`config.mk`:
```
export PLATFORM = sky130hd
export DESIGN_NAME = multicycle_control
export DESIGN_NICKNAME = d
export VERILOG_FILES = /design/src/rtl/multicycle_pkg.sv /design/src/rtl/mc_wait_timer.sv /design/src/rtl/multicycle_control.sv
export SDC_FILE = /design/constraint.sdc
export NUM_CORES = 1
export LEC_CHECK = 0
export CAP_MARGIN = 10
export CORE_AREA = 2 2 59 61
export CTS_BUF_LIST = sky130_fd_sc_hd__clkbuf_16
export DETAILED_ROUTE_END_ITERATION = 6
export DIE_AREA = 0 0 61 63
export GPL_TIMING_DRIVEN = 0
export PLACE_DENSITY = 0.64
export SYNTH_ARGS = -nofsm -noshare
export SYNTH_HDL_FRONTEND = slang
export SYNTH_SLANG_ARGS = --single-unit
```
`constraint.sdc`:
```
create_clock -name clk -period 2 [get_ports clk]
set_input_delay 0.3 -clock clk [delete_from_list [all_inputs] [get_ports clk]]
set_output_delay 0.3 -clock clk [all_outputs]
set_load 0.02 [all_outputs]
```
`src/rtl/multicycle_pkg.sv`:
```
// Shared encodings for the multi-cycle RV32I control FSM: opcodes, states,
// datapath mux selects and the bundle of control outputs.
package multicycle_pkg;

   localparam logic [6:0] OP_R      = 7'b0110011;
   localparam logic [6:0] OP_I      = 7'b0010011;
   localparam logic [6:0] OP_LOAD   = 7'b0000011;
   localparam logic [6:0] OP_STORE  = 7'b0100011;
   localparam logic [6:0] OP_BRANCH = 7'b1100011;
   localparam logic [6:0] OP_JAL    = 7'b1101111;
   localparam logic [6:0] OP_JALR   = 7'b1100111;
   localparam logic [6:0] OP_LUI    = 7'b0110111;
   localparam logic [6:0] OP_AUIPC  = 7'b0010111;

   localparam logic [2:0] F3_BEQ = 3'b000;
   localparam logic [2:0] F3_BNE = 3'b001;

   typedef enum logic [3:0] {
      ST_FETCH     = 4'd0,
      ST_DECODE    = 4'd1,
      ST_EXEC_R    = 4'd2,
      ST_EXEC_I    = 4'd3,
      ST_ALU_WB    = 4'd4,
      ST_MEM_ADDR  = 4'd5,
      ST_MEM_RD    = 4'd6,
      ST_MEM_WB    = 4'd7,
      ST_MEM_WR    = 4'd8,
      ST_BRANCH    = 4'd9,
      ST_JALR_EXEC = 4'd10,
      ST_JUMP      = 4'd11,
      ST_UPPER_WB  = 4'd12,
      ST_TRAP      = 4'd13
   } state_e;

   localparam logic [1:0] WB_ALUOUT = 2'b00;
   localparam logic [1:0] WB_MDR    = 2'b01;
   localparam logic [1:0] WB_PC     = 2'b10;
   localparam logic [1:0] WB_IMM    = 2'b11;

   localparam logic [1:0] A_PC     = 2'b00;
   localparam logic [1:0] A_OLD_PC = 2'b01;
   localparam logic [1:0] A_RS1    = 2'b10;

   localparam logic [1:0] B_RS2  = 2'b00;
   localparam logic [1:0] B_FOUR = 2'b01;
   localparam logic [1:0] B_IMM  = 2'b10;

   localparam logic [1:0] ALU_ADD   = 2'b00;
   localparam logic [1:0] ALU_SUB   = 2'b01;
   localparam logic [1:0] ALU_RTYPE = 2'b10;
   localparam logic [1:0] ALU_ITYPE = 2'b11;

   typedef struct packed {
      logic       pc_write;
      logic       ir_write;
      logic       iord;
      logic       memread;
      logic       memwrite;
      logic       regwrite;
      logic [1:0] wb_sel;
      logic [1:0] alu_src_a;
      logic [1:0] alu_src_b;
      logic [1:0] aluop;
      logic       pc_src;
   } ctrl_t;

   function automatic logic is_mem_wait(input state_e s);
      return s inside {ST_FETCH, ST_MEM_RD, ST_MEM_WR};
   endfunction

endpackage

```
`src/rtl/mc_wait_timer.sv`:
```
// Memory wait counter: counts consecutive not-ready cycles in a memory state
// and flags the cycle where the count reaches MEM_TIMEOUT without mem_ready.
module mc_wait_timer #(
   parameter int unsigned MEM_TIMEOUT = 15
) (
   input  logic clk,
   input  logic rst_n,
   input  logic in_wait,
   input  logic mem_ready,
   output logic expired
);

   localparam logic [7:0] LIMIT = 8'(MEM_TIMEOUT);

   logic [7:0] count_q;
   logic [7:0] count_d;

   // Count is held at zero outside memory states, so every entry starts from 0.
   always_comb begin
      // NOTE: default assignment first keeps count_d driven on every path, so no latch.
      count_d = '0;
      if (in_wait && !mem_ready) count_d = count_q + 8'd1;
   end

   always_ff @(posedge clk) begin
      // NOTE: non-blocking assignments for flops so all registers update from pre-edge values.
      if (!rst_n) count_q <= '0;
      else        count_q <= count_d;
   end

   assign expired = in_wait && !mem_ready && (count_q == LIMIT);

endmodule

```
`src/rtl/multicycle_control.sv`:
```
// Multi-cycle RV32I control FSM: one state per clock through fetch, decode,
// execute, memory and writeback, with sticky illegal/timeout traps.
module multicycle_control
   import multicycle_pkg::*;
#(
   parameter bit          SUPPORT_JUMP  = 1'b1,
   parameter bit          SUPPORT_UPPER = 1'b1,
   parameter int unsigned MEM_TIMEOUT   = 15
) (
   input  logic       clk,
   input  logic       rst_n,
   input  logic [6:0] opcode,
   input  logic [2:0] funct3,
   input  logic       zero,
   input  logic       mem_ready,
   output logic       pc_write,
   output logic       ir_write,
   output logic       iord,
   output logic       memread,
   output logic       memwrite,
   output logic       regwrite,
   output logic [1:0] wb_sel,
   output logic [1:0] alu_src_a,
   output logic [1:0] alu_src_b,
   output logic [1:0] aluop,
   output logic       pc_src,
   output logic       illegal,
   output logic       timeout,
   output logic [3:0] state_dbg
);

   state_e state_q, state_d;
   logic   illegal_q, illegal_d;
   logic   timeout_q, timeout_d;
   logic   in_wait, expired;
   ctrl_t  ctrl, ctrl_out;

   assign in_wait = is_mem_wait(state_q);

   mc_wait_timer #(.MEM_TIMEOUT(MEM_TIMEOUT)) u_wait_timer (
      .clk       (clk),
      .rst_n     (rst_n),
      .in_wait   (in_wait),
      .mem_ready (mem_ready),
      .expired   (expired)
   );

   always_comb begin
      state_d   = state_q;
      illegal_d = illegal_q;
      timeout_d = timeout_q;
      case (state_q)
         ST_FETCH: begin
            if (mem_ready)    state_d = ST_DECODE;
            else if (expired) begin state_d = ST_TRAP; timeout_d = 1'b1; end
         end
         ST_DECODE: begin
            case (opcode)
               OP_R:                state_d = ST_EXEC_R;
               OP_I:                state_d = ST_EXEC_I;
               OP_LOAD, OP_STORE:   state_d = ST_MEM_ADDR;
               OP_BRANCH:           state_d = ST_BRANCH;
               OP_JAL:   if (SUPPORT_JUMP)  state_d = ST_JUMP;      else state_d = ST_TRAP;
               OP_JALR:  if (SUPPORT_JUMP)  state_d = ST_JALR_EXEC; else state_d = ST_TRAP;
               OP_LUI:   if (SUPPORT_UPPER) state_d = ST_UPPER_WB;  else state_d = ST_TRAP;
               OP_AUIPC: if (SUPPORT_UPPER) state_d = ST_ALU_WB;    else state_d = ST_TRAP;
               default:             state_d = ST_TRAP;
            endcase
            if (state_d == ST_TRAP) illegal_d = 1'b1;
         end
         ST_EXEC_R, ST_EXEC_I: state_d = ST_ALU_WB;
         ST_MEM_ADDR: begin
            if (opcode == OP_LOAD) state_d = ST_MEM_RD;
            else                   state_d = ST_MEM_WR;
         end
         ST_MEM_RD: begin
            if (mem_ready)    state_d = ST_MEM_WB;
            else if (expired) begin state_d = ST_TRAP; timeout_d = 1'b1; end
         end
         ST_MEM_WR: begin
            if (mem_ready)    state_d = ST_FETCH;
            else if (expired) begin state_d = ST_TRAP; timeout_d = 1'b1; end
         end
         ST_BRANCH: begin
            if (funct3 == F3_BEQ || funct3 == F3_BNE) state_d = ST_FETCH;
            else begin state_d = ST_TRAP; illegal_d = 1'b1; end
         end
         ST_JALR_EXEC: state_d = ST_JUMP;
         ST_ALU_WB, ST_MEM_WB, ST_JUMP, ST_UPPER_WB: state_d = ST_FETCH;
         ST_TRAP:  state_d = ST_TRAP;
         default:  state_d = ST_TRAP;
      endcase
   end

   always_ff @(posedge clk) begin
      if (!rst_n) begin
         state_q   <= ST_FETCH;
         illegal_q <= 1'b0;
         timeout_q <= 1'b0;
      end else begin
         state_q   <= state_d;
         illegal_q <= illegal_d;
         timeout_q <= timeout_d;
      end
   end

   // Moore decode of the state; only FETCH (mem_ready) and BRANCH (zero) look at inputs.
   always_comb begin
      ctrl = '0;
      case (state_q)
         ST_FETCH: begin
            ctrl.memread   = 1'b1;
            ctrl.alu_src_a = A_PC;
            ctrl.alu_src_b = B_FOUR;
            ctrl.aluop     = ALU_ADD;
            if (mem_ready) begin
               ctrl.ir_write = 1'b1;
               ctrl.pc_write = 1'b1;
            end
         end
         ST_DECODE: begin
            ctrl.alu_src_a = A_OLD_PC;
            ctrl.alu_src_b = B_IMM;
            ctrl.aluop     = ALU_ADD;
         end
         ST_EXEC_R: begin
            ctrl.alu_src_a = A_RS1;
            ctrl.alu_src_b = B_RS2;
            ctrl.aluop     = ALU_RTYPE;
         end
         ST_EXEC_I: begin
            ctrl.alu_src_a = A_RS1;
            ctrl.alu_src_b = B_IMM;
            ctrl.aluop     = ALU_ITYPE;
         end
         ST_MEM_ADDR, ST_JALR_EXEC: begin
            ctrl.alu_src_a = A_RS1;
            ctrl.alu_src_b = B_IMM;
            ctrl.aluop     = ALU_ADD;
         end
         ST_ALU_WB:   begin ctrl.regwrite = 1'b1; ctrl.wb_sel = WB_ALUOUT; end
         ST_MEM_RD:   begin ctrl.iord = 1'b1; ctrl.memread = 1'b1; end
         ST_MEM_WB:   begin ctrl.regwrite = 1'b1; ctrl.wb_sel = WB_MDR; end
         ST_MEM_WR:   begin ctrl.iord = 1'b1; ctrl.memwrite = 1'b1; end
         ST_BRANCH: begin
            ctrl.alu_src_a = A_RS1;
            ctrl.alu_src_b = B_RS2;
            ctrl.aluop     = ALU_SUB;
            ctrl.pc_src    = 1'b1;
            ctrl.pc_write  = ((funct3 == F3_BEQ) && zero) || ((funct3 == F3_BNE) && !zero);
         end
         ST_JUMP: begin
            ctrl.regwrite = 1'b1;
            ctrl.wb_sel   = WB_PC;
            ctrl.pc_write = 1'b1;
            ctrl.pc_src   = 1'b1;
         end
         ST_UPPER_WB: begin ctrl.regwrite = 1'b1; ctrl.wb_sel = WB_IMM; end
         default: ctrl = '0;
      endcase
   end

   // Holding rst_n low silences every output, including the cycle that abandons an instruction.
   assign ctrl_out  = rst_n ? ctrl : '0;
   assign pc_write  = ctrl_out.pc_write;
   assign ir_write  = ctrl_out.ir_write;
   assign iord      = ctrl_out.iord;
   assign memread   = ctrl_out.memread;
   assign memwrite  = ctrl_out.memwrite;
   assign regwrite  = ctrl_out.regwrite;
   assign wb_sel    = ctrl_out.wb_sel;
   assign alu_src_a = ctrl_out.alu_src_a;
   assign alu_src_b = ctrl_out.alu_src_b;
   assign aluop     = ctrl_out.aluop;
   assign pc_src    = ctrl_out.pc_src;
   assign illegal   = rst_n & illegal_q;
   assign timeout   = rst_n & timeout_q;
   assign state_dbg = rst_n ? state_q : 4'd0;

endmodule

```
# Yosys cells after proc, flatten, opt, wreduce, memory -nomap -nowiden
# Index checks and enable logic that the tools add are counted.
# totals
wordCells	80
output_inout_bits	21
inputBits	14
register_bits	14
# classes
eq_ne	26
bitwise	3
mux	23
n_reduce_logical	23
add_sub_neg	1
# ops
operator	count
one-hot mux 4 bit (9 select lines)	1
one-hot mux 6 bit (6 select lines)	1
two-way mux 4 bit	8
one-hot mux 4 bit (8 select lines)	1
== test 4 bit (second input constant)	6
== test 7 x 6 -> 1 bit (second input constant)	3
== test 7 bit (second input constant)	3
== test 4 x 3 -> 1 bit (second input constant)	4
two-way mux 15 bit	1
== test 7 x 5 -> 1 bit (second input constant)	2
one-hot mux 3 bit (4 select lines)	1
OR reduction 2 bit	6
adder 8 x 1 -> 8 bit (second input constant)	1
== test 4 x 2 -> 1 bit (second input constant)	2
== test 8 x 4 -> 1 bit (second input constant)	1
== test 7 x 2 -> 1 bit (second input constant)	1
two-way mux 1 bit	7
AND reduction 3 bit	2
== test 4 x 1 -> 1 bit (second input constant)	1
logical AND 1 bit	4
logical NOT 4 bit	1
inequality test 2 bit (second input constant)	2
OR reduction 4 bit	1
== test 3 x 1 -> 1 bit (second input constant)	1
other kinds (12)	15

# Logic depth before layout (Yosys ltp)
# Gate-level depths: netlist of run 1.
# depth
word_depth	7
depth_mapped	5
mapped_depth_nobuf	5

# Modules after synthesis
# A second synthesis of run 1 with hierarchy kept.
# hier_totals
cells_unflattened	165
area_unflattened_um2	1198.6
# by_module_without_submodules
mod	instances	cells_per_inst	area_each_um2	seq_area_each_um2
multicycle_control	1	129	849.6	120.1
mc_wait_timer	1	36	349.1	160.2

# Least setup slack after synthesis of run 1
# OpenSTA, ideal clock, no wires.
# synth_path
path_type	register to output
from	reg state_q[2]
to	out memread
path_buffers	2
arrival_ns	1.856
slack_ns	-0.156
stages_incl_launch_ff	5
t_required_ns	1.700
path_cell_list	dfxtp_1 buf_2 buf_2 nand2_1 a2111oi_0
# synth_between
elab_chain_cells	4
elab_cells_between_ends	5
classes_between	1 x eq/ne; 2 x mux; 2 x reduce/logical
# synth_rtl
element	line_no	text
from (decl)	multicycle_control.sv:32	state_e state_q, state_d;
from (signal assigned)	multicycle_control.sv:101	state_q <= state_d;
== test 4 x 3 -> 1 bit or logical NOT 4 bit (tied branches)	multicycle_control.sv:110	case (state_q)
OR reduction 2 bit (no line) *	n/a	
two-way mux 1 bit *	multicycle_control.sv:110	
two-way mux 15 bit *	multicycle_control.sv:164	assign ctrl_out = rst_n ? ctrl : '0;
to (decl)	multicycle_control.sv:19	output logic memread,
# Mark *: on every way between the ends. The rest lies on a longest branch, timed or not.

# Worst setup path in the final report of run 1
# Same ends and word-level chain as after synthesis.

==> impl_metrics.py, run 1 <==
metrics = {
    "outcome": {
        "status": "completed",
    },
    "yosys": {
        "ys_types": 49,
        "synth_cells": 155,
        "ys.flop_type": "dfxtp_1",
        "synth_edf_count": 0,
        "yosysSeqAreaShare": 0.247,
        "ys_ff_latch": 14,
        "syn_area_per_cell_um2": 7.33,
        "synthArstFlopShare": 0,
        "synth.cell_area_um2": 1140,
        "synthesis.nets": 170,
        "yosysWarnings": 0,
    },
    "min_path": {
        "worstHoldEndpoint": "u_wait_timer.count_q[0]$_SDFF_PN0_",
        "worstHoldStart": "u_wait_timer.count_q[0]$_SDFF_PN0_",
        "hold_path.class": "reg2reg",
        "holdPathStages": 1,
    },
    "critical_path": {
        "path_class": "reg2out",
        "rr_worst_depth": 5,
        "start_kind": "flop",
        "end_kind": "output port",
        "slowest_delay_ns": 0.38,
        "required_ns": 1.70,
        "path_max_fanout": 10,
        "cp_top_family": "buffers and inverters",
        "r2r_end": "state_q[3]$_SDFF_PN0_",
        "crit_slowest_cell": "a2111oi_2",
        "crit_buf_inv": 3,
        "crit_arrival_ns": 1.64,
        "crit_chain": "clkbuf_4, buf_4, nand2_1, a2111oi_2, buf_2",
        "r2r_slack_ns": 0.39,
        "timing.rr.start": "u_wait_timer.count_q[0]$_SDFF_PN0_",
    },
    "floorplanning": {
        "rows": 21,
        "initial_core_util": 0.352,
        "die_x_um": 61,
        "dieArea_um2": 3840,
        "coreArea_um2": 3230,
        "die_height_um": 63,
        "ios": 35,
    },
    "global_routing": {
        "overflow": 0,
        "grt_first_pass_wirelength_um": 5390,
        "grt.total_usage": 0.179,
        "grt_max_degree": 11,
        "grt_pass1_vias": 1195,
        "antenna_found_initial": 0,
    },
    "sta": {
        "max_freq_mhz": 516,
        "final_max_slew_viol_count": 0,
        "worst_slew_pin_slew_ns": 0.356,
        "fin_ws_ns": 0.0615,
        "fin_hold_ws_ns": 0.464,
        "slew_headroom": 0.761,
        "finalCriticalPeriod_ns": 1.94,
        "setup_viol": 0,
        "min_period_over_period": 0.969,
        "finalHoldViolCount": 0,
        "clock_skew_ns": 0.00274,
    },
    "power": {
        "power_density_nw_per_um2": 893,
        "p_leak_nw": 0.718,
        "vdd_drop_max_mv": 0.749,
        "p_total_mw": 1.47,
    },
    "place": {
        "pre_cts_slack_ns": -0.309,
        "port_buffers": 33,
        "place.gp.congestion": 0.853,
        "post-place-cells": 234,
        "dp_hpwl_um": 2480,
    },
    "detailed_routing": {
        "firstDrtPassIters": 4,
        "drc_errors": 0,
        "drtIter0Drc": 73,
        "via_per_inst": 5.17,
        "postRouteAntennaNets": 0,
        "wl_per_cell_um": 13.4,
        "routed-via-count": 1231,
        "drt_wl_total_um": 3190,
    },
    "layout": {
        "fin_util": 0.509,
        "syn_to_final_growth_pct": 44.9,
        "antenna_cells": 0,
        "stdcell_count": 238,
        "final_layout_size_suffix_gt1_frac": 0.146,
        "nets": 208,
    },
    "cts": {
        "post_cts_buffers": 0,
        "cts_sinks": 14,
        "hold_buffers": 0,
        "cts_inserted_buffers": 3,
        "clk_pin_slew_ns": 0.05,
        "htreeDepth": 1,
        "clockRootBuffer": "clkbuf_16",
        "clockBufferDepth": 2,
        "cts_tree": "built",
        "insertion_delay_ns": 0.24,
    },
    "flow_run": {
        "drv_cap": 0,
    },
}
[worst reg2reg max path, cell delays in order (launching register included)]
cell and delay [ns]:
dfxtp_1 0.33, ha_1 0.23, nand3_1 0.21, a2111oi_4 0.09
a31o_4 0.23, o41a_1 0.40
[synthesized netlist by cell type (3+ instances only)]
| cell type | number | area (um^2) |
|---|---|---|
| and2_1 | 7 | 43.8 |
| nand2_1 | 15 | 56.3 |
| inv_1 | 8 | 30.0 |
| xor2_1 | 4 | 35.0 |
| dfxtp_1 | 14 | 280 |
| o21ai_0 | 6 | 30.0 |
| clkbuf_1 | 4 | 15.0 |
| a21oi_1 | 6 | 30.0 |
| nor3_1 | 6 | 30.0 |
| nand2b_1 | 4 | 25.0 |
| nor2_1 | 20 | 75.1 |
| nand3_1 | 5 | 25.0 |
| xnor2_1 | 5 | 43.8 |
| buf_2 | 3 | 15.0 |
| nor2b_1 | 4 | 25.0 |
| and3_1 | 4 | 25.0 |
[area by class of cell]
cell class                 instances  area (um^2)
buffer                             8         55.1
clock buffer                       3         75.1
clock inverter                     1         3.75
fill                             337         1590
inverter                           8         30.0
multi-input combinational        125          840
sequential                        14          283
tap                               46         57.6
timing repair buffer              33          303
[kinds of logic (layout without fill, tap and decap cells)]
| logic type | Yosys count | after routing | synth area share |
|---|---|---|---|
| fa+ha+maj | 1 | 1 | 0.0110 |
| buf+inv | 16 | 53 | 0.0562 |
| compound gates | 34 | 34 | 0.238 |
| flops | 14 | 14 | 0.247 |
| xor+xnor | 9 | 9 | 0.0694 |
| simple gates | 81 | 81 | 0.379 |
[registers in the layout, indices dropped and copies added, names as in the netlist]
signal / count
illegal_q: 1
timeout_q: 1
u_wait_timer.count_q: 8
state_q: 4
[where the power goes]
group	internal [mW]	switching [mW]	total (mW)
clock network	0.264	0.110	0.373
logic	0.296	0.429	0.725
registers	0.322	0.0498	0.372
total	0.882	0.588	1.47
[metal layers]
layer  global-route usage  vias to the layer above  part of all wire
li1                     -                      622                 -
met3               0.0393                        2             0.064
met4               0.0272                        0            0.0025
met2                0.286                       34              0.48
met5                    0                        -                 0
met1                0.247                      573              0.45
[per-stage QoR]
| stage | instance area [um^2] | setup TNS, ns |
|---|---|---|
| after global routing | 1650 | -0.00413 |
| after global placement | 1530 | -2.11 |
| after CTS | 1600 | -0.0457 |
| final | 1650 | 0 |
| after floorplan | 1140 | 0 |
| after detailed placement | 1530 | -2.16 |
[cells in the final DEF, fill, tap and decap left out, types with 3 or more instances in the layout]
cell type / instances
nand3_1: 5
a21oi_1: 6
nor2b_1: 4
dlygate4sd2_1: 10
nand2b_1: 4
clkbuf_4: 4
dfxtp_1: 12
nor2_1: 20
and2_1: 7
clkbuf_16: 3
inv_1: 8
o21ai_0: 6
clkdlybuf4s15_1: 3
clkdlybuf4s50_1: 14
and3_1: 4
buf_2: 3
xor2_1: 4
nand2_1: 15
nor3_1: 5
clkbuf_2: 3
xnor2_1: 5
[worst max-delay path by stage]
stage,from,end,cells past startpoint
floorplan,state_q[2]$_SDFF_PN0_,memread,4
global placement,state_q[3]$_SDFF_PN0_,pc_write,5
detailed placement,state_q[3]$_SDFF_PN0_,pc_write,5
CTS,state_q[2]$_SDFF_PN0_,pc_write,6
global route,state_q[2]$_SDFF_PN0_,memread,5
finish,state_q[2]$_SDFF_PN0_,memread,5
[what timing repair did]
item / in CTS / in global routing
endpoints found under the setup margin: 21 / 12
gates resized for setup: 36 / 19
pin swaps: 0 / 2
Note: power is estimated with default switching activity, not from simulation.
==> run 2, diff against run 1 <==
--- a/config.mk
+++ b/config.mk
@@ -10,8 +10,11 @@
 export CTS_BUF_LIST = sky130_fd_sc_hd__clkbuf_16
 export DETAILED_ROUTE_END_ITERATION = 6
 export DIE_AREA = 0 0 61 63
+export GPL_ROUTABILITY_DRIVEN = 0
 export GPL_TIMING_DRIVEN = 0
+export MAX_ROUTING_LAYER = met4
 export PLACE_DENSITY = 0.64
+export SLEW_MARGIN = 20
 export SYNTH_ARGS = -nofsm -noshare
 export SYNTH_HDL_FRONTEND = slang
 export SYNTH_SLANG_ARGS = --single-unit
==> run 2 against run 1 <==
Against the previous run:
- sequential cell count unchanged
- register-to-register slack is essentially flat
- critical path depth grew 1
- clock skew about the same
- die area did not move
- sequential share of layout area up 0.15 points
- worst setup slack got worse by 0.039 ns
- total power fell by 0.17%
- clock power hardly changed
- non-clock buffer count is 2 higher
- count of clock-buffer cells in the layout did not move
- largest cell class unchanged
==> impl_metrics.py, run 2 (same netlist as run 1, synthesis figures left out) <==
metrics = {
    "outcome": {
        "status": "completed",
    },
    "detailed_routing": {
        "via_per_inst": 5.24,
        "drc_errors": 0,
        "routed-via-count": 1252,
        "drt_wl_total_um": 3280,
        "drtIter0Drc": 60,
        "wl_per_cell_um": 13.7,
        "postRouteAntennaNets": 0,
        "firstDrtPassIters": 4,
    },
    "layout": {
        "antenna_cells": 0,
        "layout_common_cells": "nor2_1 (20), nand2_1 (15), clkdlybuf4s50_1 (14)",
        "final_cell_area_um2": 1650,
        "layout_commonest_cell": "nor2_1",
        "nets": 210,
        "reg_top3": "u_wait_timer.count_q x8, state_q x4",
        "final_layout_size_suffix_gt1_frac": 0.155,
        "syn_to_final_growth_pct": 44.9,
        "largest_reg_flops": 8,
        "fill_cells": 327,
        "regMostFlops": "u_wait_timer.count_q",
    },
    "global_routing": {
        "grt_pass1_vias": 1251,
        "grt.total_usage": 0.181,
        "overflow": 0,
        "grt_first_pass_wirelength_um": 5380,
        "antenna_found_initial": 0,
        "grt_max_degree": 11,
    },
    "place": {
        "placed_area_um2": 1530,
        "dp_hpwl_um": 2460,
        "port_buffers": 33,
    },
    "power": {
        "vdd_drop_max_mv": 0.653,
        "p_leak_nw": 0.733,
        "power_density_nw_per_um2": 892,
        "p_total_mw": 1.47,
    },
    "floorplanning": {
        "dieArea_um2": 3840,
        "die_x_um": 61,
        "die_height_um": 63,
        "initial_core_util": 0.352,
        "coreArea_um2": 3230,
        "rows": 21,
        "ios": 35,
    },
    "cts": {
        "insertion_delay_ns": 0.24,
        "cts_inserted_buffers": 3,
        "clockBufferDepth": 2,
        "clk_pin_slew_ns": 0.04,
        "cts_sinks": 14,
        "cts_tree": "built",
        "htreeDepth": 1,
        "hold_buffers": 0,
        "clockRootBuffer": "clkbuf_16",
    },
    "critical_path": {
        "start_kind": "flop",
        "cp_top_family": "simple AND/OR/NAND/NOR gates",
        "path_class": "reg2out",
        "required_ns": 1.70,
        "crit_buf_inv": 2,
        "crit_chain": "buf_6, nand4bb_4, nor4_2, o21bai_1, a211oi_1, buf_2",
        "path_max_fanout": 6,
        "slowest_delay_ns": 0.32,
        "crit_arrival_ns": 1.68,
        "crit_slowest_cell": "dfxtp_2",
        "end_kind": "output port",
    },
    "min_path": {
        "hold_path.class": "reg2reg",
    },
    "sta": {
        "worst_slew_pin_slew_ns": 0.362,
        "tns_ns": 0,
        "finalCriticalPeriod_ns": 1.98,
        "slew_headroom": 0.758,
        "min_period_over_period": 0.989,
        "final_max_slew_viol_count": 0,
        "max_freq_mhz": 506,
        "clock_skew_ns": 0.00236,
        "setup_viol": 0,
        "rsz0062_at_grt": "yes",
        "finalHoldViolCount": 0,
    },
    "flow_run": {
        "drv_cap": 0,
    },
}
## run 2: cell types whose count changed in the layout (fill, tap and decap cells not counted), sizes merged
cell and change:
clkbuf -1, buf +3, clkdlybuf4s15 -2, clkinv -1
dlygate4sd2 +2
## run 2: what timing repair did
item	4_1_cts	5_1_grt
buffers inserted	0	2
resized for setup	35	20
setup endpoints to repair	21	11
pin swaps	0	4
## run 2: metrics by stage
step           cells  setup WS, ns  utilization  hold slack (ns)
2_1_floorplan    155        0.0875            -            0.426
3_3_place_gp     234        -0.315        0.472            0.443
3_5_place_dp     234        -0.334        0.472            0.455
4_1_cts          237       -0.0298        0.493            0.463
5_1_grt          239       -0.0838        0.509            0.504
6_report         239        0.0226        0.509            0.460
## run 2: layer usage
layer  part of all wire  track usage
met5                  0            -
met4             0.0073       0.0435
met3              0.055       0.0290
met2               0.48        0.286
met1               0.46        0.238
## run 2: cell type report
| class | count | area, um^2 | share of cell area |
|---|---|---|---|
| multi-input cells | 125 | 821 | 0.498 |
| clock buffers | 3 | 75.1 | 0.0456 |
| well taps | 46 | 57.6 | 0.0350 |
| plain buffers | 8 | 62.6 | 0.0380 |
| flip-flops and latches | 14 | 285 | 0.173 |
| inverters | 8 | 30.0 | 0.0182 |
| repair buffers | 35 | 315 | 0.191 |
## run 2: path summary, 6_finish.rpt
check / startpoint / to / slack (ns) / cells past startpoint
worst max-delay path: state_q[1]$_SDFF_PN0_ / pc_write / 0.02 / 6
worst min-delay path: u_wait_timer.count_q[0]$_SDFF_PN0_ / u_wait_timer.count_q[0]$_SDFF_PN0_ / 0.46 / 1
worst max register to register: u_wait_timer.count_q[0]$_SDFF_PN0_ / state_q[3]$_SDFF_PN0_ / 0.38 / 5
worst min register to register: u_wait_timer.count_q[0]$_SDFF_PN0_ / u_wait_timer.count_q[0]$_SDFF_PN0_ / 0.46 / 1
## run 2: report_power, final
group          total (mW)  leakage, nW  internal (mW)  switching (mW)
combinational       0.717        0.581          0.294           0.423
sequential          0.380        0.115          0.324          0.0564
clock               0.371       0.0370          0.261           0.110
